--- src/rtl/kb_digit_display.sv ---
// kb_digit_display: keypad entry buffer with a time-multiplexed 7-segment display.
// Define KBDISP_LZB_EN to blank unentered leading digits.
module kb_digit_display #(
  parameter int NDIGITS        = 4,
  parameter int REFRESH_CYCLES = 100_000
) (
  input  logic                 clk,
  input  logic                 rst,
  input  logic                 key_valid,
  input  logic [3:0]           key_code,
  output logic [6:0]           seg,
  output logic                 dp,
  output logic [NDIGITS-1:0]   an,
  output logic [4*NDIGITS-1:0] value,
  output logic                 enter,
  output logic                 full
);

  localparam int BW = 4 * NDIGITS;
  localparam int CW = $clog2(NDIGITS + 1);
  localparam int IW = (NDIGITS > 1) ? $clog2(NDIGITS) : 1;
  localparam int RW = $clog2(REFRESH_CYCLES);

  localparam logic [CW-1:0] CMAX = CW'(NDIGITS);
  localparam logic [IW-1:0] IMAX = IW'(NDIGITS - 1);
  localparam logic [RW-1:0] RMAX = RW'(REFRESH_CYCLES - 1);

  logic [BW-1:0] ebuf_q, ebuf_d, kc_ext;
  logic [CW-1:0] cnt_q, cnt_d;
  logic [RW-1:0] rcnt_q;
  logic [IW-1:0] idx_q;

  logic is_dig, is_bs, is_clr, is_ent;

  logic [3:0]         nib;
  logic [6:0]         seg_d;
  logic               dp_d;
  logic [NDIGITS-1:0] an_d;

  function automatic logic [6:0] hex7(input logic [3:0] h);
    case (h)
      4'h0:    hex7 = 7'b1000000;
      4'h1:    hex7 = 7'b1111001;
      4'h2:    hex7 = 7'b0100100;
      4'h3:    hex7 = 7'b0110000;
      4'h4:    hex7 = 7'b0011001;
      4'h5:    hex7 = 7'b0010010;
      4'h6:    hex7 = 7'b0000010;
      4'h7:    hex7 = 7'b1111000;
      4'h8:    hex7 = 7'b0000000;
      4'h9:    hex7 = 7'b0010000;
      4'hA:    hex7 = 7'b0001000;
      4'hB:    hex7 = 7'b0000011;
      4'hC:    hex7 = 7'b1000110;
      4'hD:    hex7 = 7'b0100001;
      4'hE:    hex7 = 7'b0000110;
      default: hex7 = 7'b0001110;
    endcase
  endfunction

  assign is_dig = key_valid && (key_code <= 4'd9);
  assign is_bs  = key_valid && (key_code == 4'hA);
  assign is_clr = key_valid && (key_code == 4'hC);
  assign is_ent = key_valid && (key_code == 4'hF);

  assign full = (cnt_q == CMAX);

  always_comb begin
    kc_ext      = '0;
    kc_ext[3:0] = key_code;
    ebuf_d      = ebuf_q;
    cnt_d       = cnt_q;
    unique case (1'b1)
      is_dig: begin
        if (!full) begin
          ebuf_d = (ebuf_q << 4) | kc_ext;
          cnt_d  = cnt_q + CW'(1);
        end
      end
      is_bs: begin
        if (cnt_q != '0) begin
          ebuf_d = ebuf_q >> 4;
          cnt_d  = cnt_q - CW'(1);
        end
      end
      is_clr, is_ent: begin
        ebuf_d = '0;
        cnt_d  = '0;
      end
      default: ;
    endcase
  end

  always_ff @(posedge clk or negedge rst) begin
    if (!rst) begin
      ebuf_q <= '0;
      cnt_q  <= '0;
      value  <= '0;
      enter  <= 1'b0;
    end else begin
      ebuf_q <= ebuf_d;
      cnt_q  <= cnt_d;
      enter  <= is_ent;
      if (is_ent) value <= ebuf_q;
    end
  end

  always_ff @(posedge clk or negedge rst) begin
    if (!rst) begin
      rcnt_q <= '0;
      idx_q  <= '0;
    end else if (rcnt_q == RMAX) begin
      rcnt_q <= '0;
      idx_q  <= (idx_q == IMAX) ? '0 : idx_q + IW'(1);
    end else begin
      rcnt_q <= rcnt_q + RW'(1);
    end
  end

  always_comb begin
    nib  = 4'd0;
    an_d = '1;
    for (int i = 0; i < NDIGITS; i++) begin
      if (idx_q == IW'(i)) begin
        nib     = ebuf_q[4*i +: 4];
        an_d[i] = 1'b0;
      end
    end
    seg_d = hex7(nib);
`ifdef KBDISP_LZB_EN
    if ((cnt_q == '0) ? (idx_q != '0) : (8'(idx_q) >= 8'(cnt_q)))
      seg_d = 7'b1111111;
`endif
    dp_d = !((idx_q == '0) && full);
  end

  always_ff @(posedge clk or negedge rst) begin
    if (!rst) begin
      an  <= ~NDIGITS'(1);
      seg <= 7'b1000000;
      dp  <= 1'b1;
    end else begin
      an  <= an_d;
      seg <= seg_d;
      dp  <= dp_d;
    end
  end

endmodule
--- config.mk ---
export PLATFORM = sky130hd
export DESIGN_NAME = kb_digit_display
export DESIGN_NICKNAME = d
export VERILOG_FILES = /design/src/rtl/kb_digit_display.sv
export SDC_FILE = /design/constraint.sdc
export NUM_CORES = 1
export LEC_CHECK = 0
export CAP_MARGIN = 30
export CORE_UTILIZATION = 60
export CTS_CLUSTER_SIZE = 40
export DETAILED_ROUTE_END_ITERATION = 6
export PLACE_DENSITY_LB_ADDON = 0.3
export SYNTH_ARGS = -nofsm -noshare
export SYNTH_HDL_FRONTEND = slang
export SYNTH_SLANG_ARGS = --single-unit
export TNS_END_PERCENT = 50
--- constraint.sdc ---
create_clock -name clk -period 3.76 [get_ports clk]
set_input_delay 0.752 -clock clk [delete_from_list [all_inputs] [get_ports clk]]
set_output_delay 0.752 -clock clk [all_outputs]
set_load 0.005 [all_outputs]
---- After elaboration in Yosys (flattened, before gate mapping) ----
Memory sizes are Yosys's and may differ from the RTL's. A register that Yosys moved wholly into a read port is not among the register bits.
Cells that the tools add are included.
Widths: inputs -> output; s select.
storage, ports and cells
  register bits after elaboration ......... 60
  bits in read-only memories .............. 112
  input port bits ......................... 7
  output and inout bits ................... 30
  logic and storage cells ................. 53
  memories ................................ 1
operators by class
  add/subtract/negate cells ............... 4
  $lt $le $gt $ge ......................... 1
  equality and inequality tests ........... 10
  multiplexer cells ....................... 16
  bitwise operators ....................... 1
  reductions and logical operators ........ 12
memory list
  name              depth  bits a word  read ports  clocked after memory_dff  write ports  RTL line  text
  (name not given)  16     7            1           1                         0            41        case (h)
operator list
  cell                   number
  $pmux 16 s3            1
  $mux 16                2
  $add 17x1->17 const B  1
  $eq 17x17->1 const B   1
  $mux 17                1
  $mux 4                 4
  $or 16x4->16           1
  $eq 4x4->1 const B     3
  $pmux 3 s3             1
  $mux 3                 2
  $reduce_bool 3->1      2
  $logic_and 1x1->1      5
  $eq 2x2->1 const B     2
  $le 4x4->1 const B     1
  $mux 1                 4
  $add 3x1->3 const B    1
  $eq 3x3->1 const B     1
  $reduce_and 3->1       1
  $sub 3x1->3 const B    1
  $add 2x1->2 const B    1
  $eq 2x1->1 const B     1
  $logic_not 1->1        2
  $logic_not 2->1        1
  $mux 2                 1
  other kinds (3)        3

---- Logic depth before layout (Yosys ltp) ----
  depth in word-level cells ............... 5
  depth in mapped cells ................... 10
  mapped depth without buffers ............ 9

---- Worst setup path before layout ----
Ideal clock, no wire load.
  path type ............................... input port to flip-flop
  from .................................... input port key_valid
  to ...................................... register cnt_q[2]
  library setup time ...................... 122 ps
  data arrival time ....................... 2054 ps
  data required time ...................... 3638 ps
  setup slack ............................. 1585 ps
  stages on the path ...................... 7
  path buffers ............................ 1
  cells stage by stage .................... and2_1 -> nand2_2 -> inv_2 -> buf_2 -> fa_1 -> a211o_1 -> a32o_1
on the way
  cells in the longest elaborated chain, start to end .. 4
  elaborated cells between the ends (all ways) .. 10
  those cells by class .................... eq/ne: 2; mux: 1; reduce/logical: 7
ends and longest elaborated chain
  item                                         RTL line  text
  start, declared                              9         input logic key_valid,
  $logic_and 1x1->1, on equally long branches  63, 64
  $reduce_or 2->1                              73        unique case (1'b1)
  $reduce_bool 3->1 (no line)                  n/a
  $reduce_and 3->1 (no line)                   n/a
  end signal, assigned                         102       cnt_q <= cnt_d;
  end, declared                                29        logic [CW-1:0] cnt_q, cnt_d;
Several ways; a longest one is shown, not always the timed one.
A chain may end at the register's enable or synchronous reset.

---- Worst setup path after layout ----
  from .................................... input port key_code[1]
  to ...................................... register ebuf_q[1]
on the way
  cells in the longest elaborated chain, start to end .. 5
  elaborated cells between the ends (all ways) .. 16
  those cells by class .................... order compare: 1; eq/ne: 5; mux: 2; bitwise: 1; reduce/logical: 7
ends and longest elaborated chain
  item                                                RTL line  text
  start, declared                                     10        input logic [3:0] key_code,
  branches (longest 5 deep; another with $le 4x4->1)  n/a
  end signal, assigned                                101       ebuf_q <= ebuf_d;
  end, declared                                       28        logic [BW-1:0] ebuf_q, ebuf_d, kc_ext;
Parallel ways; which one is timed is not known. The select of a mux whose other input is x is not followed.

==> reports/qor.csv <==
metric,value,unit
placed_cells,388,
finalSetupViolations,0,
drive_above_1_share,21.0,%
path_buf_inv,2,
arrival,2.84,ns
grt_pass1_vias,2114,
synth-edff-count,0,
slowest_stage,nor2_1,
yosys_warnings,0,
finalHoldViolCount,0,
overflow,0,
slew_viol_final,0,
place.gp.congestion,0.838,
totalNegativeSetupSlack,0,ns
cp.required,4.01,ns
grt_max_degree,40,
place_ws,0.953,ns
maxCapViolCount,0,
start_util,63.3,%
grt_usage,24.1,%
io_pins,37,
die-area,5750,um^2
ys_ff_latch,67,
cts-root-buf,clkbuf_8,
total_power,2.51,mW
placed_cell_area,3670,um^2
p_leak,1.76,nW
critPathMaxStageDelay,0.77,ns
critical_path_cell_count,7,
postCtsSetupRepairBufs,0,
post_synth.cell_area_avg,11.3,um^2
setup_ws,1.17,ns
grt_setup_unrepaired,no,
dr.pass1.iters,4,
r2r-end,seg[0],
async_flop_share,100,%
final_area,3930,um^2
fmax,0.387,GHz
cp_cell_sequence,clkdlybuf4s50_1 > nor3b_2 > nand2_2 > inv_2 > nor2_1 > a22oi_1 > o21ai_1,
fin_skew,0.00386,ns
hp-class,in -> async,
cts_buffers,9,
cts.sinks,67,
die_w,75.9,um
cts.clk_slew.worst_paths,0.07,ns
avgViaCountPerCell,5.59,
syn_nets,308,
vias,2259,
synth-seq-area-share,51.4,%
period_needed,2.59,ns
crit_family,simple AND/OR/NAND/NOR gates,
ir_worst_vdd,0.000368,V
worstMarginPinSlew,0.960,ns
fp-row-count,26,
detail-route-antenna-nets,0,
drc,0,
startpoint_type,primary input,
synth_cell_types,49,
ctsResizeCount,0,
r2r_start,idx_q[0],
clockBufferDepth,2,
path_class,in -> reg,
wl_per_cell,15.1,um
cp_max_fo,15,
powerDensity,639,nW/um^2
clock_latency,0.34,ns
grt_antenna_before_repair,0,
drt-total-wl,6110,um
grt_pass1_wl,10000,um
worst-r2r-cell-count,9,
reg2reg_slack,1.34,ns
dpl.hpwl,4060,um
coreArea,5170,um^2
synth_ff_type,dfrtp_1,
fin_util,76.0,%
hold_buffers,0,
fin_nets,348,
slew_headroom,35.7,%
diodes,0,
endpoint_kind,flip-flop,
finalCritPeriodShare,68.8,%
die_y,75.9,um
cts_tree,done,
instances_no_fill,404,
drt_iter0_drc,183,
synth_area,3270,um^2
synth_cells,289,
fill_cells,348,
syn_to_final_growth,20.1,%
status,"complete, no violations",
port_buffers,36,
holdWs,0.426,ns
htree_levels,3,
## power by group
group          leakage, nW  internal [mW]  switching, mW  total, mW
combinational        0.765          0.397          0.288      0.685
sequential           0.861          0.904          0.162       1.07
clock                0.133          0.494          0.268      0.762
total                 1.76           1.79          0.718       2.51
## Yosys cell counts (3+ instances only)
cell type | number | share of area, %
xor2_1 | 6 | 1.6
o22ai_1 | 4 | 0.76
mux2_2 | 16 | 5.5
o211ai_1 | 4 | 0.92
a22oi_1 | 13 | 3.0
mux2i_1 | 8 | 2.4
dfstp_2 | 5 | 4.0
inv_1 | 10 | 1.1
and3_1 | 3 | 0.57
ha_1 | 11 | 4.2
dfrtp_1 | 62 | 47
nand3_1 | 10 | 1.5
nor2_1 | 14 | 1.6
nor3_1 | 3 | 0.46
o21ai_2 | 11 | 2.9
nand2_2 | 11 | 2.1
nand2_1 | 29 | 3.3
o21ai_0 | 5 | 0.76
nand4_1 | 5 | 0.96
o21ai_1 | 7 | 1.1
xnor2_1 | 11 | 2.9
nand2b_1 | 4 | 0.76
buf_2 | 4 | 0.61
buf_6 | 4 | 1.4
## area by class of cell
class | count | area (um^2) | area share, %
sequential | 67 | 1680 | 42.8
timing repair buffer | 38 | 383 | 9.74
tap | 70 | 87.6 | 2.23
multi-input combinational | 201 | 1470 | 37.5
clock inverter | 4 | 95.1 | 2.42
inverter | 12 | 45.0 | 1.15
clock buffer | 12 | 165 | 4.20
## worst reg2reg max path, cell delays in order, from the launching register on
cell and delay (ns):
dfrtp_1 0.41, inv_1 0.12, ha_1 0.26, inv_1 0.08, o21a_1 0.19, a22oi_1 0.36, inv_1 0.20, ha_1 0.29
and3_1 0.15, a221o_1 0.25
## routing by layer
metal	global-route usage, %	up-vias	routed length (um)
li1	-	1090	-
met4	9.67	0	95
met1	32.7	1110	2870
met5	0	-	0
met2	38.0	47	2930
met3	5.03	12	213
## cell usage in the layout, fill, tap and decap left out, types with 2 or more instances in the layout
cell type | netlist | layout
a22oi_1 | 13 | 13
and2_1 | 2 | 2
and3_1 | 3 | 3
and4_1 | 2 | 2
bufinv_16 | 0 | 3
clkbuf_8 | 0 | 12
clkdlybuf4s50_1 | 0 | 35
dfrtp_1 | 62 | 62
dfstp_2 | 5 | 5
ha_1 | 11 | 11
inv_1 | 10 | 10
mux2_2 | 16 | 16
mux2i_1 | 8 | 8
nand2_1 | 29 | 29
nand2_2 | 11 | 11
nand2b_1 | 4 | 4
nand3_1 | 10 | 10
nand4_1 | 5 | 5
nand4b_1 | 2 | 2
nor2_1 | 14 | 14
nor2b_1 | 2 | 2
nor3_1 | 3 | 3
o211ai_1 | 4 | 4
o21ai_0 | 5 | 5
o21ai_1 | 7 | 7
o21ai_2 | 11 | 11
o22ai_1 | 4 | 4
xnor2_1 | 11 | 11
xor2_1 | 6 | 6
## worst max-delay path by stage
stage,from,endpoint
6_report,key_code[1],ebuf_q[1]
2_1_floorplan,key_valid,cnt_q[2]
3_3_place_gp,key_code[2],value[15]
3_5_place_dp,key_code[1],ebuf_q[15]
4_1_cts,cnt_q[0],full
5_1_grt,key_code[1],ebuf_q[1]
## cell families (layout without fill, tap and decap cells)
| group | count (synthesis) | in the layout | synth area share, % |
|---|---|---|---|
| DFF | 67 | 67 | 51.4 |
| muxes | 24 | 24 | 7.95 |
| buffers and inverters | 21 | 66 | 3.59 |
| AOI/OAI and AO/OA | 53 | 53 | 12.4 |
| adders and majority gates | 12 | 12 | 4.82 |
| xor gates and xnor gates | 17 | 17 | 4.55 |
| and+or+nand+nor | 95 | 95 | 15.3 |
## sequential cells by signal, indices dropped and copies added (netlist names)
name,flops
enter,1
dp,1
value,16
cnt_q,3
rcnt_q,17
idx_q,2
ebuf_q,16
seg,7
an,4
Power figures use the tool's default switching activity.
